File: src/rtl/phy_mgmt_sequencer.sv
// ============================================================================
// Module   : phy_mgmt_sequencer
// Brief    : Configures the PHY after reset, polls link status periodically
//            and arbitrates one host register-access port against the poller
//            on the MAC PHY register port.
// Revision : 1.0
// ============================================================================
`default_nettype none

module phy_mgmt_sequencer #(
    parameter int          POLL_CYCLES = 2500000,
    parameter logic [15:0] ADV_VALUE   = 16'h01E1,
    parameter logic [15:0] CTRL_VALUE  = 16'h1200,
    parameter int          ACK_TIMEOUT = 4095
) (
    input  logic        clk_mac,
    input  logic        rst_n,
    input  logic        cfg_restart,
    input  logic        host_vld,
    input  logic [4:0]  host_addr,
    input  logic        host_write,
    input  logic [15:0] host_wval,
    output logic [15:0] host_rval,
    output logic        host_ack,
    output logic        reg_vld,
    output logic [4:0]  reg_addr,
    output logic        reg_write,
    output logic [15:0] reg_wval,
    input  logic [15:0] reg_rval,
    input  logic        reg_ack,
    output logic        link_up,
    output logic        an_done,
    output logic        speed_100,
    output logic        full_duplex,
    output logic        status_valid,
    output logic        mgmt_err
);

    localparam int PW = $clog2(POLL_CYCLES + 1);
    localparam int TW = $clog2(ACK_TIMEOUT + 1);
    localparam logic [PW-1:0] POLL_LAST = PW'(POLL_CYCLES - 1);
    localparam logic [TW-1:0] TO_LAST   = TW'(ACK_TIMEOUT - 1);

    typedef enum logic [2:0] {
        S_CFG_ADV   = 3'd0,
        S_CFG_CTRL  = 3'd1,
        S_IDLE      = 3'd2,
        S_POLL_BMSR = 3'd3,
        S_POLL_SCSR = 3'd4,
        S_HOST      = 3'd5
    } state_t;

    state_t         state_q, state_d;
    logic           reg_vld_q, reg_vld_d;
    logic [4:0]     reg_addr_q, reg_addr_d;
    logic           reg_write_q, reg_write_d;
    logic [15:0]    reg_wval_q, reg_wval_d;
    logic [15:0]    host_rval_q, host_rval_d;
    logic           host_ack_q, host_ack_d;
    logic           link_up_q, link_up_d;
    logic           an_done_q, an_done_d;
    logic           speed_100_q, speed_100_d;
    logic           full_duplex_q, full_duplex_d;
    logic           status_valid_q, status_valid_d;
    logic           mgmt_err_q, mgmt_err_d;
    logic [PW-1:0]  poll_cnt_q, poll_cnt_d;
    logic [TW-1:0]  to_cnt_q, to_cnt_d;
    logic           restart_q, restart_d;
    logic           launch;
    logic           timeout;
    logic [15:0]    rval_eff;

    // Next-state, transaction launch/completion and status decode
    always_comb begin
        state_d        = state_q;
        reg_vld_d      = reg_vld_q;
        reg_addr_d     = reg_addr_q;
        reg_write_d    = reg_write_q;
        reg_wval_d     = reg_wval_q;
        host_rval_d    = host_rval_q;
        host_ack_d     = 1'b0;
        link_up_d      = link_up_q;
        an_done_d      = an_done_q;
        speed_100_d    = speed_100_q;
        full_duplex_d  = full_duplex_q;
        status_valid_d = status_valid_q;
        mgmt_err_d     = mgmt_err_q;
        poll_cnt_d     = (poll_cnt_q == POLL_LAST) ? poll_cnt_q : poll_cnt_q + 1'b1;
        to_cnt_d       = to_cnt_q;
        restart_d      = restart_q | cfg_restart;
        launch         = 1'b0;
        timeout        = reg_vld_q && !reg_ack && (to_cnt_q == TO_LAST);
        rval_eff       = reg_ack ? reg_rval : 16'hFFFF;

        case (state_q)
            S_IDLE: begin
                // host_ack_q blocks re-accepting a request the host is
                // still holding during its completion cycle
                if (restart_q) begin
                    state_d   = S_CFG_ADV;
                    restart_d = cfg_restart;
                    launch    = 1'b1;
                end else if (host_vld && !host_ack_q) begin
                    state_d = S_HOST;
                    launch  = 1'b1;
                end else if (poll_cnt_q == POLL_LAST) begin
                    state_d    = S_POLL_BMSR;
                    poll_cnt_d = '0;
                    launch     = 1'b1;
                end
            end
            default: begin
                // A transaction state with reg_vld low is the idle gap
                // cycle after the previous transaction; issue now.
                if (!reg_vld_q) begin
                    launch = 1'b1;
                end else if (reg_ack || timeout) begin
                    reg_vld_d = 1'b0;
                    if (!reg_ack) begin
                        mgmt_err_d = 1'b1;
                    end
                    case (state_q)
                        S_CFG_ADV: state_d = S_CFG_CTRL;
                        S_CFG_CTRL: begin
                            state_d    = S_POLL_BMSR;
                            poll_cnt_d = '0;
                        end
                        S_POLL_BMSR: begin
                            if (reg_ack) begin
                                link_up_d = reg_rval[2];
                                an_done_d = reg_rval[5];
                            end
                            state_d = S_POLL_SCSR;
                        end
                        S_POLL_SCSR: begin
                            if (reg_ack) begin
                                speed_100_d    = (reg_rval[4:2] == 3'b010) ||
                                                 (reg_rval[4:2] == 3'b110);
                                full_duplex_d  = reg_rval[4];
                                status_valid_d = 1'b1;
                            end
                            state_d = S_IDLE;
                        end
                        S_HOST: begin
                            host_ack_d  = 1'b1;
                            host_rval_d = (reg_write_q && reg_ack) ? 16'h0000 : rval_eff;
                            state_d     = S_IDLE;
                        end
                        default: state_d = S_IDLE;
                    endcase
                end else begin
                    to_cnt_d = to_cnt_q + 1'b1;
                end
            end
        endcase

        if (launch) begin
            reg_vld_d = 1'b1;
            to_cnt_d  = '0;
            case (state_d)
                S_CFG_ADV: begin
                    reg_addr_d = 5'd4;  reg_write_d = 1'b1; reg_wval_d = ADV_VALUE;
                end
                S_CFG_CTRL: begin
                    reg_addr_d = 5'd0;  reg_write_d = 1'b1; reg_wval_d = CTRL_VALUE;
                end
                S_POLL_BMSR: begin
                    reg_addr_d = 5'd1;  reg_write_d = 1'b0; reg_wval_d = 16'h0000;
                end
                S_POLL_SCSR: begin
                    reg_addr_d = 5'd31; reg_write_d = 1'b0; reg_wval_d = 16'h0000;
                end
                S_HOST: begin
                    reg_addr_d  = host_addr;
                    reg_write_d = host_write;
                    reg_wval_d  = host_write ? host_wval : 16'h0000;
                end
                default: reg_vld_d = 1'b0;
            endcase
        end
    end

    // State and output registers with synchronous active-low reset
    always_ff @(posedge clk_mac) begin
        if (!rst_n) begin
            state_q        <= S_CFG_ADV;
            reg_vld_q      <= 1'b0;
            reg_addr_q     <= '0;
            reg_write_q    <= 1'b0;
            reg_wval_q     <= '0;
            host_rval_q    <= '0;
            host_ack_q     <= 1'b0;
            link_up_q      <= 1'b0;
            an_done_q      <= 1'b0;
            speed_100_q    <= 1'b0;
            full_duplex_q  <= 1'b0;
            status_valid_q <= 1'b0;
            mgmt_err_q     <= 1'b0;
            poll_cnt_q     <= '0;
            to_cnt_q       <= '0;
            restart_q      <= 1'b0;
        end else begin
            state_q        <= state_d;
            reg_vld_q      <= reg_vld_d;
            reg_addr_q     <= reg_addr_d;
            reg_write_q    <= reg_write_d;
            reg_wval_q     <= reg_wval_d;
            host_rval_q    <= host_rval_d;
            host_ack_q     <= host_ack_d;
            link_up_q      <= link_up_d;
            an_done_q      <= an_done_d;
            speed_100_q    <= speed_100_d;
            full_duplex_q  <= full_duplex_d;
            status_valid_q <= status_valid_d;
            mgmt_err_q     <= mgmt_err_d;
            poll_cnt_q     <= poll_cnt_d;
            to_cnt_q       <= to_cnt_d;
            restart_q      <= restart_d;
        end
    end

    assign reg_vld      = reg_vld_q;
    assign reg_addr     = reg_addr_q;
    assign reg_write    = reg_write_q;
    assign reg_wval     = reg_wval_q;
    assign host_rval    = host_rval_q;
    assign host_ack     = host_ack_q;
    assign link_up      = link_up_q;
    assign an_done      = an_done_q;
    assign speed_100    = speed_100_q;
    assign full_duplex  = full_duplex_q;
    assign status_valid = status_valid_q;
    assign mgmt_err     = mgmt_err_q;

endmodule

`default_nettype wire

File: config.mk
export PLATFORM = sky130hd
export DESIGN_NAME = phy_mgmt_sequencer
export DESIGN_NICKNAME = d
export VERILOG_FILES = /design/src/rtl/phy_mgmt_sequencer.sv
export SDC_FILE = /design/constraint.sdc
export NUM_CORES = 1
export LEC_CHECK = 0
export BUFFER_PORTS_ARGS = -buffer_cell sky130_fd_sc_hd__buf_4
export CORE_UTILIZATION = 45
export CTS_BUF_LIST = sky130_fd_sc_hd__clkbuf_4
export CTS_CLUSTER_DIAMETER = 200
export CTS_CLUSTER_SIZE = 12
export DETAILED_ROUTE_END_ITERATION = 8
export HOLD_SLACK_MARGIN = 0.08
export PLACE_DENSITY = 0.71
export SYNTH_ARGS = -nofsm -noshare
export SYNTH_HDL_FRONTEND = slang
export SYNTH_SLANG_ARGS = --single-unit
File: constraint.sdc
create_clock -name clk_mac -period 2.09 [get_ports clk_mac]
set_input_delay 0.3135 -clock clk_mac [delete_from_list [all_inputs] [get_ports clk_mac]]
set_output_delay 0.3135 -clock clk_mac [all_outputs]
set_load 0.01 [all_outputs]
[Yosys cells after proc, flatten, opt, wreduce, memory -nomap -nowiden]
Cells that the tools add are included.
Word-level totals
  output and inout port bits: 46
  register bits: 84
  input port bits: 43
Cells by class
  reduce and logical (&&, ||, !) cells: 26
  mux-type cells: 34
  bitwise gates (word level): 6
  $add $sub $neg: 2
  equality and inequality tests: 14
Operator list (count)
  2-to-1 mux 22 bit: 8
  one-hot mux 16 bit (4 select lines): 1
  2-to-1 mux 16 bit: 3
  one-hot mux 5 bit (5 select lines): 1
  adder 22 x 1 -> 22 bit, second input constant: 1
  equality test 22 bit, second input constant: 1
  2-to-1 mux 3 bit: 6
  equality test 3 bit, second input constant: 5
  2-to-1 mux 1 bit: 13
  adder 12 x 1 -> 12 bit, second input constant: 1
  equality test 12 bit, second input constant: 1
  equality test 3 x 2 -> 1 bit, second input constant: 4
  AND reduction 5 bit: 2
  one-hot mux 3 bit (3 select lines): 1
  AND reduction 4 bit: 2
  equality test 3 x 1 -> 1 bit, second input constant: 2
  logical NOT 3 bit: 2
  AND reduction 2 bit: 3
  OR reduction 2 bit: 3
  inverter 1 bit: 5
  nonzero test 5 bit: 1
  OR reduction 5 bit: 1
  logical AND 1 bit: 4
  nonzero test 4 bit: 1
  8 further kinds: 10

[Longest topological paths before layout]
Gate-level depths: netlist of run 1.
  depth in word-level cells: 11
  depth in mapped cells: 10
  gate-level depth less buffers: 9

[Least setup slack after synthesis of run 1]
No wires, ideal clock.
  kind: register -> register
  start: reg to_cnt_q[0]
  end: reg reg_wval_q[13] (netlist: reg_wval[13])
  setup time: 0.117 ns
  slack: -0.213 ns
  data arrival time: 2.186 ns
  data required time: 1.973 ns
  period minus slack after synthesis: 2.303 ns
  stages on the path, launching flop included: 11
  path buffers: 1
  cell sequence: dfxtp_1 inv_1 ha_1 nand4_1 nor3_1 nor2_1 a211o_1 nand2b_1 a22o_1 buf_2 a22o_2
Between the ends
  cells in the longest elaborated chain, start to end: 10
  elaborated cells on any way between the ends: 15
  classes of those cells: eq/ne: 5; mux: 4; reduce/logical: 6
Ends and longest elaborated chain
  start: declaration: line 67  | logic [TW-1:0] to_cnt_q, to_cnt_d;
  start signal: assignment: line 217  | to_cnt_q <= to_cnt_d;
  equality test 12 bit (*): line 92  | timeout = reg_vld_q && !reg_ack && (to_cnt_q == TO_LAST);
  logical AND 1 bit (*): line 92
  logical OR 1 bit (*): line 117  | end else if (reg_ack || timeout) begin
  2-to-1 mux 3 bit (*): line 117
  2-to-1 mux 3 bit (*): line 115  | if (!reg_vld_q) begin
  2-to-1 mux 3 bit (*): line 95  | case (state_q)
  equality test 3 bit or equality test 3 x 2 -> 1 bit (tied branches): line 160  | case (state_d)
  OR reduction 2 bit (no line)
  nonzero test 4 bit (no line)
  AND reduction 2 bit (no line)
  end signal: assignment: line 207  | reg_wval_q <= reg_wval_d;
  end: declaration: line 57  | logic [15:0] reg_wval_q, reg_wval_d;
Mark *: on every way between the ends. The rest lies on a longest branch, timed or not.
A chain may end at the register's enable or synchronous reset.

[Final worst setup path of run 1]
  start: reg state_q[0]
  end: reg reg_addr_q[0] (netlist: reg_addr[0])
Between the ends
  cells in the longest elaborated chain, start to end: 8
  elaborated cells on any way between the ends: 20
  classes of those cells: eq/ne: 7; mux: 9; reduce/logical: 4
Ends and longest elaborated chain
  start: declaration: line 53  | state_t state_q, state_d;
  start signal: assignment: line 203  | state_q <= state_d;
  equality test 3 x 2 -> 1 bit (tied with other cells): line 122  | case (state_q)
  one-hot mux 3 bit (3 select lines): line 122
  2-to-1 mux 3 bit: line 117
  2-to-1 mux 3 bit: line 115
  2-to-1 mux 3 bit: line 95
  equality test 3 bit (tied with other cells): line 160
  nonzero test 5 bit (no line)
  AND reduction 2 bit (no line)
  end signal: assignment: line 205  | reg_addr_q <= reg_addr_d;
  end: declaration: line 55  | logic [4:0] reg_addr_q, reg_addr_d;
Parallel ways exist; a longest one is shown, timed or not.

==> metrics, run 1 <==
Max Root-Sink Buffers=2; worst slew pin tran=0.553 ns; sequential share of power=51.1%; Final Hold Vio Count=0; Synthesized Nets=453; CP max FO=8; Mapped Area=0.00366 mm²; cell row count=32; Reg2Reg Depth=8; Non-Filler Instances=693; global routing usage on met3=6.72%; routed len/inst=15.9 µm; Rel. slew slack=62.9%; switching power=880 µW; Final setup viols=55; Die X=92.2 µm; DRT iter0 DRCs=149; CP endpoint kind=register; Layout Skew=0.0242 ns; post-synth top area cell=dfxtp_1; global routing usage on met2=42.3%; count of flip-flops with a built-in enable after synthesis=0; Post-Route WL=11000 µm; Clock Latency Late Sink=0.44 ns; setup TNS=-4.00 ns; first-pass GRT wire length=16200 µm; CTS Sinks=84; CTS tree=built; vias in the first global route=3515; largest net degree at the start of global routing=33; worst hold stages=3; io pins=89; Vias=3733; internal power=2.41 mW; Starting Density=46.8%; dpl cells=651; Area growth syn-to-layout=61.2%; antenna cells=0; combinational power share=16.7%; Clk network pwr share=32.2%; Die Area=0.00849 mm²; Via density=5.39; top cells by area, synth=dfxtp_1 46%, nor2_1 7.1%, a311oi_1 3.8%; data required time of the critical path=2.45 ns; GRT busiest layer=met2; static leakage=2.38 nW; Seq/Total Area, Yosys=46.0%; hpwl dp=6740 µm; GR Layer Usage met1=27.8%; maximum VDD drop=0.000397 V; critical path startpoint category=register; grt total ovfl=0; Critical Path AT=2.64 ns; Mapped Cells=406; Worst Path Class, Setup=register to register; Max-Cap Viols=0; async set-reset flop share out of synthesis=0%; post-route clock period utilization=109%; Final Critical Period=2.28 ns; clock-pin slew on the worst setup and hold paths=0.15 ns; Max Transition Viols Final=0; total core area=0.00781 mm²; Max Fclk=0.439 GHz; synth unique cells=51; Syn Area/Cell=9.01 µm²; Pwr Density=558 mW/mm²; failing checks=setup timing; Final WS setup=-0.186 ns; Synth Flop Type=dfxtp_1; Pre-Repair DR Iteration Count=4; share of the synthesized area in the top cell type=46.0%; GP Congestion=0.868; WHS=0.121 ns; Die Ht=92.2 µm; post-route ant nets=0; initial antenna violation count=0; Overall Global Routing Usage=23.9%; Net Sw Frac=26.8%; Synth Register Bits=84; H-tree Lvls=3; # DRC=0; status=finished with violations; Tightest Hold Check Type=primary input to register; Ys Warns=0; TritonCTS buffer count=9; unrepaired setup endpoints after global routing=yes; clock root buffer=clkbuf_4; Buffers on Ports=88; ratio of cells with drive above 1 in the final layout=48.2%; fin nets=633
## cells in the mapped netlist (4+ instances only)
| master | n |
|---|---|
| dfxtp_1 | 84 |
| nor2_1 | 69 |
| nand2_1 | 21 |
| nand2b_1 | 21 |
| a21oi_1 | 18 |
| a311oi_1 | 16 |
| clkbuf_1 | 15 |
| xor2_1 | 15 |
| o21ai_0 | 14 |
| nand4_1 | 12 |
| xnor2_1 | 12 |
| a22o_2 | 9 |
| inv_1 | 9 |
| nor3_1 | 9 |
| and3_1 | 8 |
| nand3_1 | 8 |
| o2bb2ai_1 | 6 |
| a211oi_1 | 4 |
| ha_1 | 4 |
| nand3b_1 | 4 |
## metal layers
| metal | up-vias | wire (µm) | share of wire (%) |
|---|---|---|---|
| met4 | 0 | 212 | 1.9 |
| met5 | - | 0 | 0 |
| met1 | 1800 | 4510 | 41 |
| met2 | 96 | 5670 | 52 |
| li1 | 1816 | - | - |
| met3 | 21 | 590 | 5.4 |
## stage by stage
stage / area (µm²) / total power, mW / utilization (%) / setup slack (ns)
after global placement: 4950 / 2.12 / 63.4 / -0.192
after CTS: 5330 / 3.21 / 68.2 / -0.149
after floorplan: 3670 / 1.89 / - / -0.199
after detailed placement: 4950 / 2.13 / 63.4 / -0.324
final: 5900 / 3.29 / 75.5 / -0.186
after global routing: 5900 / 3.42 / 75.5 / -0.299
## logic make-up after synthesis
kind of cell,after synthesis,synth area share [%]
flops,84,46.0
fa+ha+maj,4,1.37
mux,1,0.274
simple gates,173,24.6
buf+inv,29,3.28
xor+xnor,27,6.47
compound gates,88,18.0
## power by group through the flow
stage / Sequential [mW] / Combinational [mW] / Clock [mW]
2_1_floorplan: 1.72 / 0.174 / 0
3_3_place_gp: 1.71 / 0.415 / 0
3_5_place_dp: 1.71 / 0.424 / 0
4_1_cts: 1.68 / 0.458 / 1.08
5_1_grt: 1.68 / 0.588 / 1.14
6_report: 1.68 / 0.549 / 1.06
## final timing paths
check / from / endpoint / slack (ns)
worst max-delay path: state_q[0] / reg_addr[0] / -0.19
worst max register to register: state_q[0] / reg_addr[0] / -0.19
worst min-delay path: cfg_restart / restart_q / 0.12
worst min register to register: reg_wval[7] / reg_wval[7] / 0.48
## registers in the layout (all words and copies together), names as in the netlist
name,count
an_done,1
full_duplex,1
host_ack,1
host_rval,16
link_up,1
mgmt_err,1
poll_cnt_q,22
reg_addr,5
reg_vld,1
reg_write,1
reg_wval,16
restart_q,1
speed_100,1
state_q,3
status_valid,1
to_cnt_q,12
## placed cells by master (no fill, tap or decap), types with 4 or more instances in the layout
cell,synthesis,routed
nor2_2,0,9
nand3_1,8,7
o21ai_0,14,12
nor2_4,0,22
a311oi_1,16,9
a21oi_1,18,17
inv_1,9,7
nand3b_1,4,4
clkbuf_4,0,9
nand2_1,21,18
a22o_2,9,7
dfxtp_2,0,7
and3_1,8,7
xor2_1,15,14
xnor2_1,12,12
a311oi_2,0,7
o2bb2ai_1,6,4
buf_6,1,12
nor2_1,69,38
nor3_1,9,8
a22o_4,0,4
dfxtp_1,84,77
dlygate4sd3_1,0,9
nand2b_1,21,20
buf_4,0,160
nand4_1,12,12
## final cells by class
cell class                 instances  area [µm²]
sequential                        84        1690
inverter                          10        37.5
clock inverter                     7        91.3
clock buffer                       9        67.6
timing repair buffer             186        1540
tap                              102         128
multi-input combinational        295        2340
fill                             536        1910
## worst max-delay path, cell delays in order, from the launching register on
cell and delay [ns]:
dfxtp_2 0.36, buf_4 0.16, or3b_2 0.49, buf_4 0.16
nor3_1 0.39, a221oi_4 0.14, buf_6 0.17, buf_4 0.13
a221oi_2 0.19
## what timing repair did
item / 4_1_cts / 5_1_grt
endpoints found under the hold margin: 9 / 0
setup endpoints to repair: 47 / 72
pin swaps: 17 / 58
gates resized for setup: 18 / 104
buffers inserted: 5 / 6
hold buffers: 9 / 0
cloned: 2 / 5
(Power assumes the default switching activity.)
==> run 2, diff against run 1 <==
Settings changed: GPL_TIMING_DRIVEN from default to 0.
==> metrics, run 2 (synthesis results as in run 1) <==
largest net degree at the start of global routing=14 (-58%); most frequent cells in the layout=116 x buf_4, 69 x dfxtp_1, 37 x nor2_1, 21 x nor2_2; GP Congestion=0.838 (-3.5%); Non-Filler Instances=666 (-3.9%); Overall Global Routing Usage=23.4% (-0.58 points); post-layout power=3.26 mW (-1.0%); Max Fclk=0.416 GHz (-5.3%); ratio of cells with drive above 1 in the final layout=47.0% (-1.2 points); combinational power share=15.4% (-1.3 points); Clock Latency Late Sink=0.44 ns (about the same); internal power=2.40 mW (-0.46%); Max-Cap Viols=0 (unchanged); antenna cells=0 (unchanged); Max Transition Viols Final=0 (unchanged); Die Area=0.00849 mm² (unchanged); switching power=859 µW (-2.5%); TritonCTS buffer count=9 (unchanged); Final Critical Period=2.40 ns (+0.126 ns); worst slew pin tran=0.717 ns (+0.164 ns); CP endpoint kind=register; total core area=0.00781 mm² (unchanged); Buffers on Ports=87 (-1.1%); routed len/inst=16.1 µm (+1.7%); R2R Setup Slk=-0.31 ns (-0.13 ns); Post-Route WL=10700 µm (-2.2%); unrepaired setup endpoints after global routing=yes; Via density=5.53 (+2.7%); maximum VDD drop=0.000416 V (+4.8%); static leakage=2.29 nW (-4.0%); most common cell after layout, fill and taps aside=buf_4; Starting Density=46.8% (unchanged); Reg2Reg Depth=9 (+1); Tightest Hold Check Type=primary input to register; CP max FO=5 (-3); Most flops, register=poll_cnt_q; Min-Delay Endpoint=restart_q; Worst Path Class, Setup=register to register; Die X=92.2 µm (unchanged); dpl cells=595 (-8.6%); grt total ovfl=0 (unchanged); Rel. slew slack=52.2% (-11 points); clock root buffer=clkbuf_4; io pins=89 (unchanged); Layout Skew=0.0194 ns (-0.00474 ns); cell row count=32 (unchanged); initial antenna violation count=0 (unchanged); status=finished with violations; Max Root-Sink Buffers=2 (unchanged); Clk network pwr share=33.0% (+0.8 points); CTS tree=built; Critical Path AT=2.78 ns (+0.14 ns); Die Ht=92.2 µm (unchanged); Hold Path Origin=cfg_restart; R2R Path Start=poll_cnt_q[0]; Final Hold Vio Count=0 (unchanged); worst hold stages=3 (unchanged); flip-flop count of the largest register after layout=22 (unchanged); H-tree Lvls=3 (unchanged); Final WS setup=-0.312 ns (-0.126 ns); fin nets=606 (-4.3%); clock-pin slew on the worst setup and hold paths=0.13 ns (-0.02 ns); Pre-Repair DR Iteration Count=6 (+2); # DRC=0 (unchanged); Final setup viols=69 (+25%); failing checks=setup timing; critical path startpoint category=register; data required time of the critical path=2.47 ns (+0.02 ns); hpwl dp=6170 µm (-8.4%); Area growth syn-to-layout=56.8%; dpl ws=-0.680 ns (-0.356 ns); first-pass GRT wire length=15900 µm (-1.8%); post-route clock period utilization=115% (+6.0 points); Vias=3686 (-1.3%); CTS Sinks=84 (unchanged); DRT iter0 DRCs=195 (+31%); Pwr Density=568 mW/mm² (+1.8%); Net Sw Frac=26.4% (-0.40 points); vias in the first global route=3464 (-1.5%); sequential share of power=51.6% (+0.5 points); worst r2r dst=reg_wval[13]; post-route ant nets=0 (unchanged)
-- run 2: through the flow --
step	hold WS (ns)	util [%]	area (µm²)	setup TNS [ns]
2_1_floorplan	0.431	-	3670	-2.38
3_3_place_gp	0.449	57.0	4450	-29.09
3_5_place_dp	0.449	57.0	4450	-29.61
4_1_cts	0.0891	67.5	5270	-6.49
5_1_grt	0.114	73.5	5740	-17.60
6_report	0.0990	73.5	5740	-11.27
-- run 2: per-layer routing --
| layer | share of wire [%] | wire length [µm] | track usage, % |
|---|---|---|---|
| met5 | 0 | 0 | 0 |
| met4 | 2.6 | 274 | 7.29 |
| met3 | 5.7 | 615 | 7.46 |
| met2 | 51 | 5480 | 40.3 |
| met1 | 41 | 4370 | 27.5 |
-- run 2: worst max path at each step --
stage / from / slack (ns) / endpoint / cells past startpoint
after floorplan: poll_cnt_q[14] / -0.20 / reg_wval[13] / 8
after global placement: poll_cnt_q[11] / -0.71 / reg_wval[14] / 7
after detailed placement: poll_cnt_q[11] / -0.68 / reg_wval[15] / 7
after CTS: poll_cnt_q[11] / -0.27 / reg_wval[2] / 9
after global routing: poll_cnt_q[9] / -0.39 / reg_wval[10] / 10
final: poll_cnt_q[0] / -0.31 / reg_wval[13] / 9
-- run 2: power by group through the flow --
stage	registers (mW)	logic, mW	clock network (mW)
final	1.68	0.502	1.07
after global routing	1.69	0.539	1.14
after CTS	1.68	0.452	1.07
after detailed placement	1.71	0.344	0
after global placement	1.71	0.336	0
after floorplan	1.72	0.174	0
-- run 2: worst max-delay path, cell delays in order, from the launching register on --
cell and delay [ns]:
dfxtp_2 0.38, ha_4 0.14, nand4_1 0.17, buf_4 0.19
or4_4 0.56, a221oi_4 0.37, nand2_4 0.12, nor2b_4 0.15
buf_6 0.15, a22o_4 0.11
-- run 2: layout make-up --
| class | count | area, µm² |
|---|---|---|
| Timing Repair Buffer | 145 | 1210 |
| Sequential cell | 84 | 1710 |
| Clock inverter | 5 | 76.3 |
| Inverter | 10 | 37.5 |
| Clock buffer | 11 | 82.6 |
| Fill cell | 539 | 2070 |
| Buffer | 16 | 138 |
| Tap cell | 102 | 128 |
| Multi-Input combinational cell | 293 | 2350 |
-- run 2: repair_timing --
item | CTS | global route
setup endpoints to repair | 73 | 75
hold endpoints to repair | 9 | 0
resized for setup | 79 | 94
cloned | 4 | 2
hold buffers | 9 | 0
pin swaps | 28 | 49
buffers inserted | 29 | 14
